[src/rtl/sas_pkg.sv]
// sas_pkg: shared definitions for the SAS-L2 phase sequencer.
//   state_t      - sequencer FSM states (IDLE, RUN, FIN)
//   PH_*         - phase code constants for st
//   ADR_*        - meaning of the downstream address-select decision
package sas_pkg;

    typedef enum logic [1:0] {
        ST_IDLE,
        ST_RUN,
        ST_FIN
    } state_t;

    localparam logic [2:0] PH_FIRST     = 3'b000;
    localparam logic [2:0] PH_LAST_HALF = 3'b011;
    localparam logic [2:0] PH_LAST_FULL = 3'b111;

    // Downstream decoder selects Mn on st=000/100, An otherwise.
    localparam logic ADR_AN = 1'b0;
    localparam logic ADR_MN = 1'b1;

endpackage

[src/rtl/sas_phase_cnt.sv]
// sas_phase_cnt: 3-bit phase counter with enable, synchronous clear and
// half-mode wrap.
//   clk, rst : clock, asynchronous active-high reset
//   clr      : synchronous clear to PH_FIRST (wins over en)
//   en       : advance one phase; wraps to PH_FIRST after the last phase
//   half     : 1 = last phase is 011, 0 = last phase is 111
//   ph       : current phase code (registered)
//   last     : ph is the last phase for the selected mode
module sas_phase_cnt
    import sas_pkg::*;
(
    input  logic       clk,
    input  logic       rst,
    input  logic       clr,
    input  logic       en,
    input  logic       half,
    output logic [2:0] ph,
    output logic       last
);

    always_comb begin
        last = (ph == (half ? PH_LAST_HALF : PH_LAST_FULL));
    end

    always_ff @(posedge clk or posedge rst) begin
        if (rst) begin
            ph <= PH_FIRST;
        end else if (clr) begin
            ph <= PH_FIRST;
        end else if (en) begin
            ph <= last ? PH_FIRST : ph + 3'd1;
        end
    end

endmodule

[src/rtl/sas_st_seq.sv]
// sas_st_seq: phase sequencer for the SAS-L2 client. Walks st through a
// 4- or 8-phase sequence per word, paced by rdy, framing bursts with a
// start/busy/done handshake.
//   clk, rst : clock, asynchronous active-high reset
//   start    : burst request, sampled only in IDLE
//   len      : burst length in words, latched on accepted start
//   half     : 1 = 4-phase words, 0 = 8-phase words, latched with len
//   rdy      : advance one phase per cycle while high in RUN
//   abort    : kill the current burst (beats rdy)
//   st       : phase code to the address-select decoder
//   busy     : high in RUN and FIN
//   done     : one-cycle pulse on normal completion
//   aborted  : one-cycle pulse when a burst is aborted
//   wcnt     : words completed in the current or last burst
module sas_st_seq
    import sas_pkg::*;
#(
    parameter int LEN_W = 8
) (
    input  logic             clk,
    input  logic             rst,
    input  logic             start,
    input  logic [LEN_W-1:0] len,
    input  logic             half,
    input  logic             rdy,
    input  logic             abort,
    output logic [2:0]       st,
    output logic             busy,
    output logic             done,
    output logic             aborted,
    output logic [LEN_W-1:0] wcnt
);

    state_t           state, state_nx;
    logic [LEN_W-1:0] len_q, len_nx;
    logic             half_q, half_nx;
    logic [LEN_W-1:0] wcnt_nx;
    logic             aborted_nx;
    logic             ph_clr, ph_en, ph_last;

    // st is the counter register itself, so it stays a registered output.
    sas_phase_cnt u_phase (
        .clk  (clk),
        .rst  (rst),
        .clr  (ph_clr),
        .en   (ph_en),
        .half (half_q),
        .ph   (st),
        .last (ph_last)
    );

    always_comb begin
        state_nx   = state;
        len_nx     = len_q;
        half_nx    = half_q;
        wcnt_nx    = wcnt;
        aborted_nx = 1'b0;
        ph_clr     = 1'b1;
        ph_en      = 1'b0;

        unique case (state)
            ST_IDLE: begin
                if (start) begin
                    len_nx  = len;
                    wcnt_nx = '0;
                    if (len != '0) begin
                        half_nx  = half;
                        state_nx = ST_RUN;
                    end else begin
                        state_nx = ST_FIN;
                    end
                end
            end
            ST_RUN: begin
                if (abort) begin
                    aborted_nx = 1'b1;
                    state_nx   = ST_IDLE;
                end else begin
                    ph_clr = 1'b0;
                    ph_en  = rdy;
                    if (rdy && ph_last) begin
                        wcnt_nx = wcnt + 1'b1;
                        // Counter wraps to PH_FIRST on its own here.
                        if (wcnt_nx == len_q) state_nx = ST_FIN;
                    end
                end
            end
            ST_FIN: begin
                state_nx = ST_IDLE;
            end
            default: state_nx = ST_IDLE;
        endcase
    end

    // busy/done are registered from the next state so they line up with it.
    always_ff @(posedge clk or posedge rst) begin
        if (rst) begin
            state   <= ST_IDLE;
            len_q   <= '0;
            half_q  <= 1'b0;
            wcnt    <= '0;
            busy    <= 1'b0;
            done    <= 1'b0;
            aborted <= 1'b0;
        end else begin
            state   <= state_nx;
            len_q   <= len_nx;
            half_q  <= half_nx;
            wcnt    <= wcnt_nx;
            busy    <= (state_nx != ST_IDLE);
            done    <= (state_nx == ST_FIN);
            aborted <= aborted_nx;
        end
    end

endmodule

[config.mk]
export PLATFORM = sky130hd
export DESIGN_NAME = sas_st_seq
export DESIGN_NICKNAME = d
export VERILOG_FILES = /design/src/rtl/sas_pkg.sv /design/src/rtl/sas_phase_cnt.sv /design/src/rtl/sas_st_seq.sv
export SDC_FILE = /design/constraint.sdc
export NUM_CORES = 1
export LEC_CHECK = 0
export ABC_CLOCK_PERIOD_IN_PS = 3200
export BUFFER_PORTS_ARGS = -buffer_cell sky130_fd_sc_hd__buf_2
export CAP_MARGIN = 20
export CORE_UTILIZATION = 57
export DETAILED_ROUTE_END_ITERATION = 7
export PLACE_DENSITY = 0.87
export SYNTH_ARGS = -nofsm -noshare
export SYNTH_HDL_FRONTEND = slang
export SYNTH_SLANG_ARGS = --single-unit
[constraint.sdc]
create_clock -name clk -period 3.2 [get_ports clk]
set_clock_uncertainty 0.15 [all_clocks]
set_input_delay 0.32 -clock clk [delete_from_list [all_inputs] [get_ports clk]]
set_output_delay 0.32 -clock clk [all_outputs]
set_load 0.02 [all_outputs]
## Yosys cells after proc, flatten, opt, wreduce, memory -nomap -nowiden

Cells that the tools add are included.

| operators by class | value |
|---|---|
| add/subtract/negate cells | 2 |
| multiply operators | 0 |
| divide/modulo/power cells | 0 |
| $lt $le $gt $ge | 0 |
| equal/unequal tests | 7 |
| shifts and indexed selects | 0 |
| multiplexer cells | 19 |
| bitwise logic cells | 0 |
| reductions and logical operators | 9 |

Operators by type and width:

| kind | number |
|---|---|
| $mux W8 | 3 |
| $pmux W8 S2 | 1 |
| $mux W3 | 4 |
| $mux W2 | 5 |
| $add A8 B1 Y8 const B | 1 |
| $eq A8 B8 Y1 | 1 |
| $reduce_bool A8 Y1 | 1 |
| $ne A2 B2 Y1 const B | 3 |
| $reduce_bool A2 Y1 | 3 |
| $mux W1 | 5 |
| $pmux W2 S2 | 1 |
| $reduce_and A4 Y1 | 1 |
| $add A3 B1 Y3 const B | 1 |
| $eq A3 B3 Y1 | 1 |
| $reduce_and A3 Y1 | 1 |
| $eq A2 B1 Y1 const B | 1 |
| $eq A2 B2 Y1 const B | 1 |
| $logic_not A2 Y1 | 1 |
| $reduce_and A2 Y1 | 1 |
| $logic_and A1 B1 Y1 | 1 |

| word-level totals | value |
|---|---|
| flip-flop bits (word level) | 25 |
| latch bits | 0 |
| RAM bits | 0 |
| ROM bits | 0 |
| bits of input ports | 14 |
| output and inout port bits | 14 |
| logic and storage cells | 45 |
| memories | 0 |

## Longest topological paths before layout

| depth | value |
|---|---|
| depth after elaboration | 7 |
| mapped depth | 7 |
| mapped depth without buffers | 7 |

## Modules after synthesis

A second synthesis with hierarchy kept.

| second synthesis, totals | value |
|---|---|
| cell total of the unflattened synthesis | 127 |
| area, all modules | 1,352.5 µm² |

By module, submodules not included:

| module | instances | cells each | area an instance (µm²) |
|---|---|---|---|
| sas_st_seq | 1 | 111 | 1,171.1 |
| sas_phase_cnt | 1 | 16 | 181.4 |

## Least setup slack after synthesis

OpenSTA, ideal clock, no wires.

| timing path | value |
|---|---|
| path type | reg2reg |
| from | register wcnt[0] |
| to | register done |
| arrival | 1,726 ps |
| data required time | 2,928 ps |
| setup slack | 1,202 ps |
| stages on the path, launching flop included | 8 |
| path buffers | 0 |
| period minus slack after synthesis | 1,998 ps |
| cell sequence | dfrtp_1 ha_1 and3_1 and3_1 o22ai_1 o21ai_0 o2111a_1 a32o_1 |

| on the way | value |
|---|---|
| cells in the longest elaborated chain, start to end | 7 |

RTL lines:

| element | line | source |
|---|---|---|
| start: declaration | sas_st_seq.sv:31 | `output logic [LEN_W-1:0] wcnt` |
| start signal: assignment | sas_st_seq.sv:109 | `wcnt <= wcnt_nx;` |
| $add A8 B1 Y8 | sas_st_seq.sv:82 | `wcnt_nx = wcnt + 1'b1;` |
| $eq A8 B8 Y1 | sas_st_seq.sv:84 | `if (wcnt_nx == len_q) state_nx = ST_FIN;` |
| $mux W2 | sas_st_seq.sv:84 |  |
| $mux W2 | sas_st_seq.sv:81 | `if (rdy && ph_last) begin` |
| $mux W2 | sas_st_seq.sv:75 | `if (abort) begin` |
| $pmux W2 S2 | sas_st_seq.sv:61 | `unique case (state)` |
| $eq A2 B2 Y1 | sas_st_seq.sv:111 | `done <= (state_nx == ST_FIN);` |
| end signal: assignment | sas_st_seq.sv:111 |  |
| end: declaration | sas_st_seq.sv:29 | `output logic done,` |

No other way between the ends.
A chain may end at the register's enable or synchronous reset.

## Worst setup path in the final report

Same ends and word-level chain as after synthesis.

==> flow_metrics.tcl <==
set metrics [dict create \
    run_status "complete, no violations" \
    drive_gt1_share_pct 27.6 \
    endpoint_kind "register" \
    ctsLongestPathBuffers 2 \
    cp.depth 7 \
    synth.area.top_cells "dfrtp_1 47%, mux2_2 8.5%, o21ai_0 4.1%, nor2_1 3.4%, xor2_1 3.3%" \
    hold_buffers 0 \
    worstPathMaxFanout 8 \
    nets 180 \
    yosysWarnings 0 \
    final.fill_count 175 \
    area.sequential_um2 626 \
    cts_tree "built" \
    grt-ovfl-total 0 \
    slowest_stage "dfrtp_1" \
    syn_area_um2 1330 \
    rr_endpoint "done$_DFF_PP0_" \
    routed_wl_um 2760 \
    synthArstFlopShare_pct 100 \
    critPathCapture "done$_DFF_PP0_" \
    hold_viol 0 \
    post_cts_resized 0 \
    crit_type "register to register" \
    root_buffer "clkbuf_4" \
    cts.clk_slew.worst_paths_ns 0.13 \
    worstMarginPinSlew_ns 0.926 \
    multi_input_comb_area_um2 676 \
    wl_per_cell_um 14.5 \
    hold_path_class "input port to asynchronous set/reset pin" \
    grt_usage_pct 24.0 \
    power_mw 0.631 \
    min_period_ns 2.11 \
    drv_slew 0 \
    timing.final.crit_share_pct 66.0 \
    p_leak_nw 0.751 \
    cpPeakStageDelay_ns 0.48 \
    drc_errors 0 \
    ir_worst_vdd_uv 340 \
    grt_first_pass_wirelength_um 4510 \
    setup-tns-final_ns 0 \
    io-pin-count 28 \
    yosysTopAreaCell "dfrtp_1" \
    vias_per_cell 5.94 \
    first_iter_violations 32 \
    first_pass_iters 4 \
    avgSynthCellArea_um2 10.0 \
    h-tree-depth 1 \
    power.internal_mw 0.452 \
    cts_buffers 3 \
    path_common_cell "and3_1" \
    worst-path-buf-inv 0 \
    cts_setup_buffers 0 \
    syn_nets 149 \
    antenna_left 0 \
    synth.top_cell.area_share_pct 47.0 \
    synth_top_flop_cell "dfrtp_1" \
    core_um2 2210 \
    gp_congestion 0.968 \
    place_inst 187 \
    rsz0062_at_grt "no" \
    die_w_um 50.3 \
    grt_max_degree 26 \
    yosysUniqueCellTypes 35 \
    numPortBuffers 27 \
    path_cells "ha_1 > and3_1 > and3_1 > o22ai_1 > o21ai_0 > o2111a_1 > a32o_1" \
    clk_latency_ns 0.32 \
    r2r-start "wcnt[0]$_DFFE_PP0P_" \
    p_sw_share_pct 28.4 \
    area_growth_pct 14.5 \
    syn_inst 133 \
    start_util_pct 60.2 \
    p_per_area_nw_per_um2 414 \
    r2r_cells 7 \
    cp-startpoint "wcnt[0]$_DFFE_PP0P_" \
    max-cap-violations 0 \
    dieHeight_um 50.3 \
    crit_required_ns 3.27 \
    vias 1135 \
    finalSetupViolations 0 \
    dpl.hpwl_um 2080 \
    synth-edff-count 0 \
    power_frac_seq_pct 59.8 \
    synth_seq_area_share_pct 47.0 \
    die_area_um2 2530 \
    antenna_found_initial 0 \
    slew_headroom_pct 38.2 \
    critPathLaunchType "register" \
    arrival_ns 2.18 \
    diodes 0 \
    p_clk_share_pct 22.3 \
    cts_sinks 25 \
    ys_ff_latch 25 \
    combPwrFrac_pct 17.9 \
    fin_cells 191 \
    placementRows 17 \
    grt_pass1_vias 1015 \
    fmax_mhz 473 \
    cp_top_family "compound AO/OA/AOI/OAI gates" \
    p_sw_mw 0.180 \
    reg2reg_setup_slack_ns 1.09 \
]
## synthesized netlist by cell type, drive strengths merged (2+ instances only)
cell type,number
ha,2
nand3,6
o31ai,4
dfrtp,25
nor2,12
xor2,5
a21oi,4
inv,5
a32o,2
o22ai,2
nand2b,3
nor3,2
xnor2,4
mux2,10
nand2,12
and3,5
nor4,3
o21ai,12
## stage by stage
stage          setup slack (ns)  utilization, %  instance area, um^2  hold slack [ns]
6_report                   1.09            68.9                 1520           0.0273
5_1_grt                   0.953            68.9                 1520           0.0830
3_5_place_dp               1.12            67.7                 1500            0.365
4_1_cts                    1.10            68.9                 1520           0.0544
2_1_floorplan              1.20               -                 1330            0.197
3_3_place_gp               1.16            67.7                 1500            0.370
## worst min-delay path by stage
stage                                    start              endpoint  slack [ns]  cells after the start
after floorplan                            rst     aborted$_DFF_PP0_        0.20                      1
after global placement    len_q[2]$_DFFE_PP0P_  len_q[2]$_DFFE_PP0P_        0.37                      1
after detailed placement   wcnt[7]$_DFFE_PP0P_   wcnt[7]$_DFFE_PP0P_        0.36                      1
after CTS                                  rst        done$_DFF_PP0_        0.05                      2
after global routing                      half    half_q$_DFFE_PP0P_        0.08                      2
final                                      rst  len_q[5]$_DFFE_PP0P_        0.03                      2
## kinds of logic after synthesis
group / after synthesis / share of synthesized area, %
compound gates: 28 / 13.7
xor+xnor: 9 / 5.92
fa+ha+maj: 2 / 1.88
buf+inv: 7 / 2.26
flops: 25 / 47.0
mux: 11 / 9.21
simple gates: 51 / 20.0
## sequential cells by signal, summed over array words and instances, names as in the netlist
signal and count:
aborted 1, busy 1, done 1, half_q 1
len_q 8, state 2, u_phase.ph 3, wcnt 8
## cell type report
class | instances | area share (%)
inverters | 5 | 1.23
flip-flops and latches | 25 | 41.1
well taps | 28 | 2.30
multi-input cells | 101 | 44.3
repair buffers | 28 | 9.36
clock buffers | 4 | 1.72
## routing by layer
| layer | up-vias | global-route usage, % | share of wire, % |
|---|---|---|---|
| li1 | 543 | - | - |
| met1 | 549 | 33.3 | 47 |
| met2 | 39 | 38.7 | 47 |
| met3 | 4 | 1.82 | 4.7 |
| met4 | 0 | 10.6 | 1.0 |
| met5 | - | 0 | 0 |
## cell usage in the layout, fill, tap and decap left out, types with 5 or more instances in the layout
cell type and n:
and3_1 5, buf_2 27, dfrtp_1 25, inv_1 5, mux2_2 10, nand2_1 11, nand3_1 6, nor2_1 12
o21ai_0 11, xor2_1 5
## power groups by stage
stage / Clock, mW / Sequential, mW / Combinational (mW)
floorplan: 0 / 0.379 / 0.0767
global placement: 0 / 0.381 / 0.108
detailed placement: 0 / 0.384 / 0.113
CTS: 0.143 / 0.377 / 0.114
global route: 0.152 / 0.381 / 0.125
finish: 0.141 / 0.378 / 0.113
## worst register-to-register path, delay by kind of cell (launching register included)
| family | cells | cell delay (ns) |
|---|---|---|
| compound gates | 4 | 0.67 |
| fa+ha+maj | 1 | 0.29 |
| flops | 1 | 0.48 |
| simple gates | 2 | 0.43 |
Note: power is estimated with default switching activity, not from simulation.
